--- src/rtl/seg_pkg.sv ---
// Shared constants for the common-anode 7-segment display blocks.
// Segment codes are active-low, bit order DP,G,F,E,D,C,B,A.
package seg_pkg;
  localparam int NUM_DIG = 8;
  localparam int DP_BIT  = 7;

  localparam logic [7:0] SEG_0 = 8'hC0, SEG_1 = 8'hF9, SEG_2 = 8'hA4, SEG_3 = 8'hB0;
  localparam logic [7:0] SEG_4 = 8'h99, SEG_5 = 8'h92, SEG_6 = 8'h82, SEG_7 = 8'hF8;
  localparam logic [7:0] SEG_8 = 8'h80, SEG_9 = 8'h90, SEG_A = 8'h88, SEG_B = 8'h83;
  localparam logic [7:0] SEG_C = 8'hC6, SEG_D = 8'hA1, SEG_E = 8'h86, SEG_F = 8'h8E;
  localparam logic [7:0] SEG_BLANK = 8'hFF;

  typedef struct packed {
    logic [NUM_DIG-1:0][3:0] data;
    logic [NUM_DIG-1:0]      dp;
    logic [NUM_DIG-1:0]      en;
    logic                    lz;
  } disp_cfg_t;
endpackage

--- src/rtl/hex_to_caseg.sv ---
// Combinational hex nibble to active-low segment decoder, DP left off.
module hex_to_caseg
  import seg_pkg::*;
(
  input  logic [3:0] nib_i,
  output logic [7:0] seg_o
);
  always_comb begin
    seg_o = SEG_BLANK;
    unique case (nib_i)
      4'h0: seg_o = SEG_0;
      4'h1: seg_o = SEG_1;
      4'h2: seg_o = SEG_2;
      4'h3: seg_o = SEG_3;
      4'h4: seg_o = SEG_4;
      4'h5: seg_o = SEG_5;
      4'h6: seg_o = SEG_6;
      4'h7: seg_o = SEG_7;
      4'h8: seg_o = SEG_8;
      4'h9: seg_o = SEG_9;
      4'hA: seg_o = SEG_A;
      4'hB: seg_o = SEG_B;
      4'hC: seg_o = SEG_C;
      4'hD: seg_o = SEG_D;
      4'hE: seg_o = SEG_E;
      4'hF: seg_o = SEG_F;
    endcase
  end
endmodule

--- src/rtl/seg_scan_ctrl.sv ---
// 8-digit multiplexed display scan scheduler. New content is staged in a
// pending buffer and only swapped in at the DIG_7 -> DIG_0 wrap.
module seg_scan_ctrl
  import seg_pkg::*;
#(
  parameter int DWELL     = 50000,
  parameter int BLANK_CYC = 500,
  parameter int CNT_W     = 16
) (
  input  logic        sclk,
  input  logic        rst,
  input  logic [31:0] load_data,
  input  logic [7:0]  load_dp,
  input  logic [7:0]  load_en,
  input  logic        load_lz,
  input  logic        load_valid,
  output logic        load_ready,
  output logic [7:0]  sel,
  output logic [7:0]  seg,
  output logic        frame_tick
);
  logic [CNT_W-1:0]   cnt_q, cnt_d;
  logic [2:0]         idx_q, idx_d;
  disp_cfg_t          act_q, act_d, pend_q, pend_d, load_cfg;
  logic               pvld_q, pvld_d;
  logic               ready_q, frame_q;
  logic [7:0]         sel_q, sel_d, seg_q, seg_d;
  logic [7:0]         seg_raw, seg_dig;
  logic [NUM_DIG-1:0] zero_hi;
  logic               tick, wrap, accept, blank;

  assign load_cfg = '{data: load_data, dp: load_dp, en: load_en, lz: load_lz};
  assign tick     = (cnt_q == CNT_W'(DWELL - 1));
  assign wrap     = tick && (idx_q == 3'(NUM_DIG - 1));
  assign accept   = load_valid && ready_q;
  assign blank    = (cnt_q < CNT_W'(BLANK_CYC));

  // zero_hi[n]: every nibble from n up to the top digit is zero
  for (genvar n = 0; n < NUM_DIG; n++) begin : g_lz
    assign zero_hi[n] = ((act_q.data >> (4 * n)) == '0);
  end

  hex_to_caseg u_dec (
    .nib_i (act_q.data[idx_q]),
    .seg_o (seg_raw)
  );

  always_comb begin
    cnt_d  = tick ? '0 : cnt_q + CNT_W'(1);
    idx_d  = tick ? idx_q + 3'd1 : idx_q;
    act_d  = act_q;
    pend_d = pend_q;
    pvld_d = pvld_q;
    if (accept) begin
      pend_d = load_cfg;
      pvld_d = 1'b1;
    end
    // A load landing on the wrap edge with nothing staged goes straight live
    if (wrap) begin
      if (pvld_q)      act_d = pend_q;
      else if (accept) act_d = load_cfg;
      pvld_d = 1'b0;
    end
  end

  always_comb begin
    seg_dig = seg_raw;
    if (!act_q.en[idx_q] || (act_q.lz && idx_q != 3'd0 && zero_hi[idx_q]))
      seg_dig = SEG_BLANK;
    if (act_q.en[idx_q] && act_q.dp[idx_q])
      seg_dig[DP_BIT] = 1'b0;
    sel_d = blank ? '0 : (NUM_DIG'(1) << idx_q);
    seg_d = blank ? SEG_BLANK : seg_dig;
  end

  always_ff @(posedge sclk) begin
    if (rst) begin
      cnt_q   <= '0;
      idx_q   <= '0;
      act_q   <= '0;
      pend_q  <= '0;
      pvld_q  <= 1'b0;
      ready_q <= 1'b1;
      frame_q <= 1'b0;
      sel_q   <= '0;
      seg_q   <= SEG_BLANK;
    end else begin
      cnt_q   <= cnt_d;
      idx_q   <= idx_d;
      act_q   <= act_d;
      pend_q  <= pend_d;
      pvld_q  <= pvld_d;
      ready_q <= !pvld_d;
      frame_q <= wrap;
      sel_q   <= sel_d;
      seg_q   <= seg_d;
    end
  end

  assign load_ready = ready_q;
  assign frame_tick = frame_q;
  assign sel        = sel_q;
  assign seg        = seg_q;
endmodule

--- config.mk ---
export PLATFORM = sky130hd
export DESIGN_NAME = seg_scan_ctrl
export DESIGN_NICKNAME = d
export VERILOG_FILES = /design/src/rtl/seg_pkg.sv /design/src/rtl/hex_to_caseg.sv /design/src/rtl/seg_scan_ctrl.sv
export SDC_FILE = /design/constraint.sdc
export NUM_CORES = 1
export LEC_CHECK = 0
export BUFFER_PORTS_ARGS = -buffer_cell sky130_fd_sc_hd__clkbuf_2
export CAP_MARGIN = 20
export CORE_ASPECT_RATIO = 1.1
export CORE_MARGIN = 5
export CORE_UTILIZATION = 52
export CTS_BUF_LIST = sky130_fd_sc_hd__clkbuf_8 sky130_fd_sc_hd__clkbuf_16
export CTS_CLUSTER_SIZE = 10
export DETAILED_ROUTE_END_ITERATION = 8
export GPL_TIMING_DRIVEN = 0
export PLACE_DENSITY = 0.83
export SLEW_MARGIN = 20
export SYNTH_ARGS = -nofsm -noshare
export SYNTH_HDL_FRONTEND = slang
export SYNTH_SLANG_ARGS = --single-unit
export TNS_END_PERCENT = 30
--- constraint.sdc ---
create_clock -name sclk -period 4.8 [get_ports sclk]
set_input_delay 0.24 -clock sclk [delete_from_list [all_inputs] [get_ports sclk]]
set_output_delay 0.24 -clock sclk [all_outputs]
set_load 0.02 [all_outputs]
# --- Word level (Yosys, flattened, before mapping) ---
# Memory sizes are Yosys's and may differ from the RTL's.
# Index checks and enable logic that the tools add are counted.
word_totals:
  reg_bits: 136
  romBits: 112
  input_bits: 52
  out_inout_bits: 18
  elab_cells: 74
  n_memories: 1
op_classes:
  add_sub_neg: 2
  order_cmp: 2
  eq_ne: 2
  n_shift: 1
  mux: 14
  reduce_logical: 22
memory_table:
  columns: ["memory", "depth", "width", "rd", "rd_clocked_by_memory_dff", "write_ports", "line", "rtl"]
  rows:
  - ["(no name shown)", 16, 7, 1, 0, 0, "hex_to_caseg.sv:10", "unique case (nib_i)"]
ops:
  columns: ["cell", "n"]
  rows:
  - ["32-bit zero test", 8]
  - ["49-bit 2-to-1 mux", 2]
  - ["16-bit by 1-bit adder with 16-bit output, second input constant", 1]
  - ["16-bit equality test, second input constant", 1]
  - ["16-bit by 9-bit < comparator with 1-bit output, second input constant", 1]
  - ["4-bit binary-select mux with 3-bit select", 1]
  - ["1-bit binary-select mux with 3-bit select", 3]
  - ["8-bit 2-to-1 mux", 1]
  - ["1-bit by 3-bit left shift with 8-bit output, first input constant", 1]
  - ["1-bit 2-to-1 mux", 6]
  - ["1-bit logical AND", 5]
  - ["3-bit by 4-bit < comparator with 1-bit output, second input constant", 1]
  - ["4-bit 2-to-1 mux", 1]
  - ["2-bit OR reduction", 2]
  - ["3-bit by 1-bit adder with 3-bit output, second input constant", 1]
  - ["3-bit equality test, second input constant", 1]
  - ["3-bit nonzero test", 1]
  - ["3-bit OR reduction", 1]
  - ["1-bit zero test", 2]
  - ["2-bit AND reduction", 1]
  - ["2-bit nonzero test", 1]
  - ["1-bit logical OR", 1]

# --- Longest topological paths before layout ---
depth:
  depth_word: 7
  depth_mapped: 9
  ltp_nobuf: 7

# --- By module ---
# A second synthesis with hierarchy kept.
hier_totals:
  hier_cells: 685
  hier_area_um2: 6241.0
by_module_without_submodules:
  columns: ["module", "instances", "cells_per_inst", "area_per_inst_um2"]
  rows:
  - ["seg_scan_ctrl", 1, 651, 5954.5]
  - ["hex_to_caseg", 1, 34, 286.5]

# --- Worst setup path before layout ---
# Ideal clock, no wire load.
synth_timing:
  path_kind: "reg-to-reg"
  startpoint: "reg idx_q[1]"
  endpoint: "reg seg_q[3] (netlist: seg[3])"
  setup_time_ps: 79
  t_arrival_ps: 2308
  required_ps: 4721
  path_slack_ps: 2413
  stages_incl_launch_ff: 9
  n_path_buf: 2
  period_less_slack_ps: 2387
  cell_sequence: "dfxtp_1 -> clkbuf_1 -> clkbuf_1 -> mux4_2 -> mux2_2 -> inv_1 -> ha_1 -> a211o_1 -> o211ai_1"
synth_via:
  elab_chain_cells: 5
  word_cells_on_any_way: 13
synth_lines:
  columns: ["element", "line", "rtl"]
  rows:
  - ["start, declared", "seg_scan_ctrl.sv:23", "logic [2:0] idx_q, idx_d;"]
  - ["start signal, assigned", "seg_scan_ctrl.sv:89", "idx_q <= idx_d;"]
  - ["parallel branches: the longest is 5 deep, another holds memory 16 x 7 bit", null, null]
  - ["end signal, assigned", "seg_scan_ctrl.sv:96", "seg_q <= seg_d;"]
  - ["end, declared", "seg_scan_ctrl.sv:27", "logic [7:0] sel_q, sel_d, seg_q, seg_d;"]
# Parallel ways; which one is timed is not known. The select of a mux whose other input is x is not followed.
# A chain may end at the register's enable or synchronous reset.

# --- Worst setup path in the final report ---
# Ends and elaborated chain as after synthesis.

==> impl.org <==
** Outcome
- The run finished with clean final reports.

** Timing
- Worst slew margin relative to its limit :: 46.48%
- Dividing the final minimum period by the clock period gives 60.38%.
- Setup violations remaining at the end of the flow were counted as 0.
- Shortest clock period the worst path allows after layout :: 2.898 ns
- FMAX :: 0.3450 GHz
- Unrepaired setup endpoints after global routing :: false
- Pin slew with the least headroom to its limit :: 0.7967 ns
- The final count of pins violating max slew was 0.
- Clock Skew :: 0.007452 ns
- Final setup slack of the worst path :: 1.902 ns
- Summed over all failing endpoints, the final setup total negative slack is 0 ns.
- Number of hold violations in the final report :: 0

** Clock network
- Count of hold buffers inserted by post-cts repair :: 0
- Clock transition at the register clock pins on the worst setup and hold paths after CTS :: 0.06 ns
- CTS HTree Levels :: 4
- Skew-Pair Late Insertion Delay :: 0.42 ns
- TritonCTS built the clock tree.
- Root Buffer :: sky130_fd_sc_hd__clkbuf_16
- For this design, the sink count on the clock tree is 136.
- Count of instances resized after the clock tree is built :: 0
- The clock passes through at most 2 buffers.
- Buffers added to address setup during post-CTS repair amount to 0.
- CTS buffer count :: 17

** Place
- The wire-length estimate of the detail-placed layout is 10820 um.
- I/O Buffers :: 68
- DP Worst Slack :: 1.980 ns
- RD Place Congestion :: 0.9054

** Synth
- Summed over its instances, the top area cell type makes up 44.07% of the synthesized netlist area.
- By area, the combinational part of the netlist is dominated by simple AND/OR/NAND/NOR gates.
- Counting flops and latches in the post-synthesis netlist gives 136.
- Most instantiated cells after synthesis :: 136 x sky130_fd_sc_hd__dfxtp_1, 111 x sky130_fd_sc_hd__nand2_1, 75 x sky130_fd_sc_hd__nor2_1, 57 x sky130_fd_sc_hd__mux2i_1, 52 x sky130_fd_sc_hd__a21oi_1
- Synth Area in Adders :: 2.430%
- After synthesis, the netlist uses 42 different library cells.
- Mean post-synth cell area :: 9.535 um^2
- Synth Cell Area :: 6178 um^2
- The synthesized netlist devotes 16.20% of its cell area to compound gates.
- By area the synthesized netlist is led by sky130_fd_sc_hd__dfxtp_1 44%, sky130_fd_sc_hd__a211oi_2 9.9%, sky130_fd_sc_hd__mux2i_1 9.2%.
- After Yosys synthesis, XOR and XNOR cells account for 1.985% of the synthesized area.
- After synthesis, the share of flip-flops with an asynchronous set or reset is 0%.
- Synthesis produced 648 cells.
- Multiplexer share of the synthesized area :: 14.16%
- Yosys top cell by area :: sky130_fd_sc_hd__dfxtp_1
- By instance count, the leading cell after synthesis is sky130_fd_sc_hd__dfxtp_1.
- Total nets after synthesis :: 712
- Synthesized-area fraction occupied by and/or/nand/nor cells :: 16.89%
- In this run, synthesis inferred 0 flip-flops with an integrated enable.
- During synthesis, Yosys emitted a total of 0 warnings.
- In the synthesized netlist the dominant register cell turns out to be sky130_fd_sc_hd__dfxtp_1.
- Sequential elements use 44.07% of the synthesized area.

** Final layout
- Final net count :: 799
- Layout cell share with drive strength beyond 1 :: 24.60%
- Diode insertion count for antenna repair :: 0
- Relative to the synthesized area, the layout overhead comes to 17.54%.

** Pwr
- Switching share of power :: 24.27%
- Summed over all cells, the static leakage comes to 2.744 nW.
- Post-route total power :: 2.556 mW
- Cell internal power was estimated by the tool at 1.935 mW.
- The share of total power dissipated in combinational logic is 7.3%.
- IR analysis of the VDD net gives a maximum drop of 265.8 uV.
- Clock power share :: 46.8%
- Sequential cells burn 45.9% of the power.
- Power density over the cells :: 351.9 nW/um^2
- For this design the total switching power over the nets is 620.4 uW.

** Routing
- Detailed-router iteration count before antenna repair :: 7
- The routed layout has 5063 vias.
- Initial DRC count :: 394
- DR vias/cell :: 5.638
- Once detail routing completed, the nets flagged for antenna violations numbered 0.
- Post-DR wirelength/cell :: 16.20 um
- After detailed routing, the number of remaining DRC violations is 0.
- Summed over all layers, the routed wires come to 14550 um.

** Global routing
- Entering global routing, the biggest net connects 17 pins.
- For this run, the total global-route usage over all layers was measured as 21.02%.
- First-pass GRT wire length :: 24190 um
- Via count of the first global-routing pass :: 5268
- The initial antenna violation count was 0.
- Summed over all layers, the global routing overflow is 0.

** Setup path
- The worst setup path is launched from a flop.
- CP Data Arrival Time :: 3.23 ns
- The critical path in this run is classified as flop to flop.
- Slack of the worst reg-to-reg path :: 1.90 ns
- Critical Path Sink Type :: flop
- For the worst setup path, the data required time is 5.13 ns.
- In this run the worst path has a maximum fanout of 10.

** Hold path
- The path class of the tightest hold or removal check is input pin to flop.

** Floorplanning
- In this run the core area contains 41 standard-cell rows.
- For this configuration, the core starts out at a cell density of 53.53%.
- The floorplan step set the die height to 124.3 um.
- The die covers 14160 um^2.
- During I/O placement, the number of pins put on the boundary was 70.
- Area of the core :: 11540 um^2
- Die span in x :: 113.9 um

** Job
- Across the run, the number of max-cap violations was 0.
routing by layer:
| metal | track usage, % | wire (um) | vias to the layer above |
|---|---|---|---|
| met3 | 5.831 | 828 | 50 |
| met2 | 36.53 | 7497 | 181 |
| met4 | 8.386 | 423 | 0 |
| met5 | 0 | 0 | - |
| met1 | 24.08 | 5801 | 2390 |
| li1 | - | - | 2442 |
logic make-up after synthesis:
kind of cell / count (synthesis)
AOI/OAI and AO/OA: 118
DFF: 136
xor gates and xnor gates: 14
adders and majority gates: 12
and+or+nand+nor: 239
buffers and inverters: 57
muxes: 72
placed cells by master (no fill, tap or decap), types with 7 or more instances in the layout:
master,instances
sky130_fd_sc_hd__buf_2,7
sky130_fd_sc_hd__and2_1,10
sky130_fd_sc_hd__nand2_1,111
sky130_fd_sc_hd__nor2_1,75
sky130_fd_sc_hd__dfxtp_1,136
sky130_fd_sc_hd__ha_1,12
sky130_fd_sc_hd__mux4_2,12
sky130_fd_sc_hd__a211oi_2,49
sky130_fd_sc_hd__clkbuf_2,68
sky130_fd_sc_hd__inv_1,8
sky130_fd_sc_hd__xnor2_1,8
sky130_fd_sc_hd__nor4_1,9
sky130_fd_sc_hd__a21oi_1,52
sky130_fd_sc_hd__buf_4,7
sky130_fd_sc_hd__clkbuf_16,17
sky130_fd_sc_hd__nand3_1,11
sky130_fd_sc_hd__clkbuf_1,26
sky130_fd_sc_hd__mux2i_1,57
critical path, cell delays in order (launching register included):
cell and delay (ns):
sky130_fd_sc_hd__dfxtp_1 0.36, sky130_fd_sc_hd__clkbuf_1 0.48, sky130_fd_sc_hd__clkbuf_1 0.47, sky130_fd_sc_hd__mux4_2 0.39
sky130_fd_sc_hd__mux2_2 0.34, sky130_fd_sc_hd__inv_1 0.14, sky130_fd_sc_hd__ha_1 0.27, sky130_fd_sc_hd__a211o_1 0.26
sky130_fd_sc_hd__o211ai_1 0.09
area by class of cell:
type	count	area [um^2]
multi-input cells	455	3192
inverters	9	33.78
plain buffers	48	230.2
flip-flops and latches	136	2723
clock inverters	15	130.1
fillers	930	4280
clock buffers	17	425.4
repair buffers	68	340.3
well taps	150	187.7
registers in the layout (all words and copies together) (netlist names):
name,flops
pend_q,49
idx_q,3
frame_tick,1
act_q,49
seg,8
cnt_q,16
sel,8
pvld_q,1
load_ready,1
stage by stage:
stage	hold WS, ns	std cells	area [um^2]	util (%)
after floorplan	0.3760	648	6178	-
final	0.05539	898	7262	62.92
after CTS	0.04557	898	7262	62.92
after detailed placement	0.4449	866	6706	58.10
after global placement	0.4242	866	6706	58.10
after global routing	0.05606	898	7262	62.92
power groups by stage:
stage | sequential, mW | combinational (mW) | clock (mW)
floorplan | 1.19 | 0.122 | 0
global placement | 1.19 | 0.177 | 0
detailed placement | 1.20 | 0.184 | 0
CTS | 1.17 | 0.186 | 1.21
global route | 1.18 | 0.205 | 1.26
finish | 1.17 | 0.186 | 1.20
final timing paths:
kind                                     from    endpoint  cells after the start
worst min-delay path            load_data[18]  pend_q[35]                      3
worst max register to register       idx_q[1]      seg[3]                      8
worst max-delay path                 idx_q[1]      seg[3]                      8
worst min register to register       cnt_q[0]    cnt_q[0]                      1
Power figures use the tool's default switching activity.
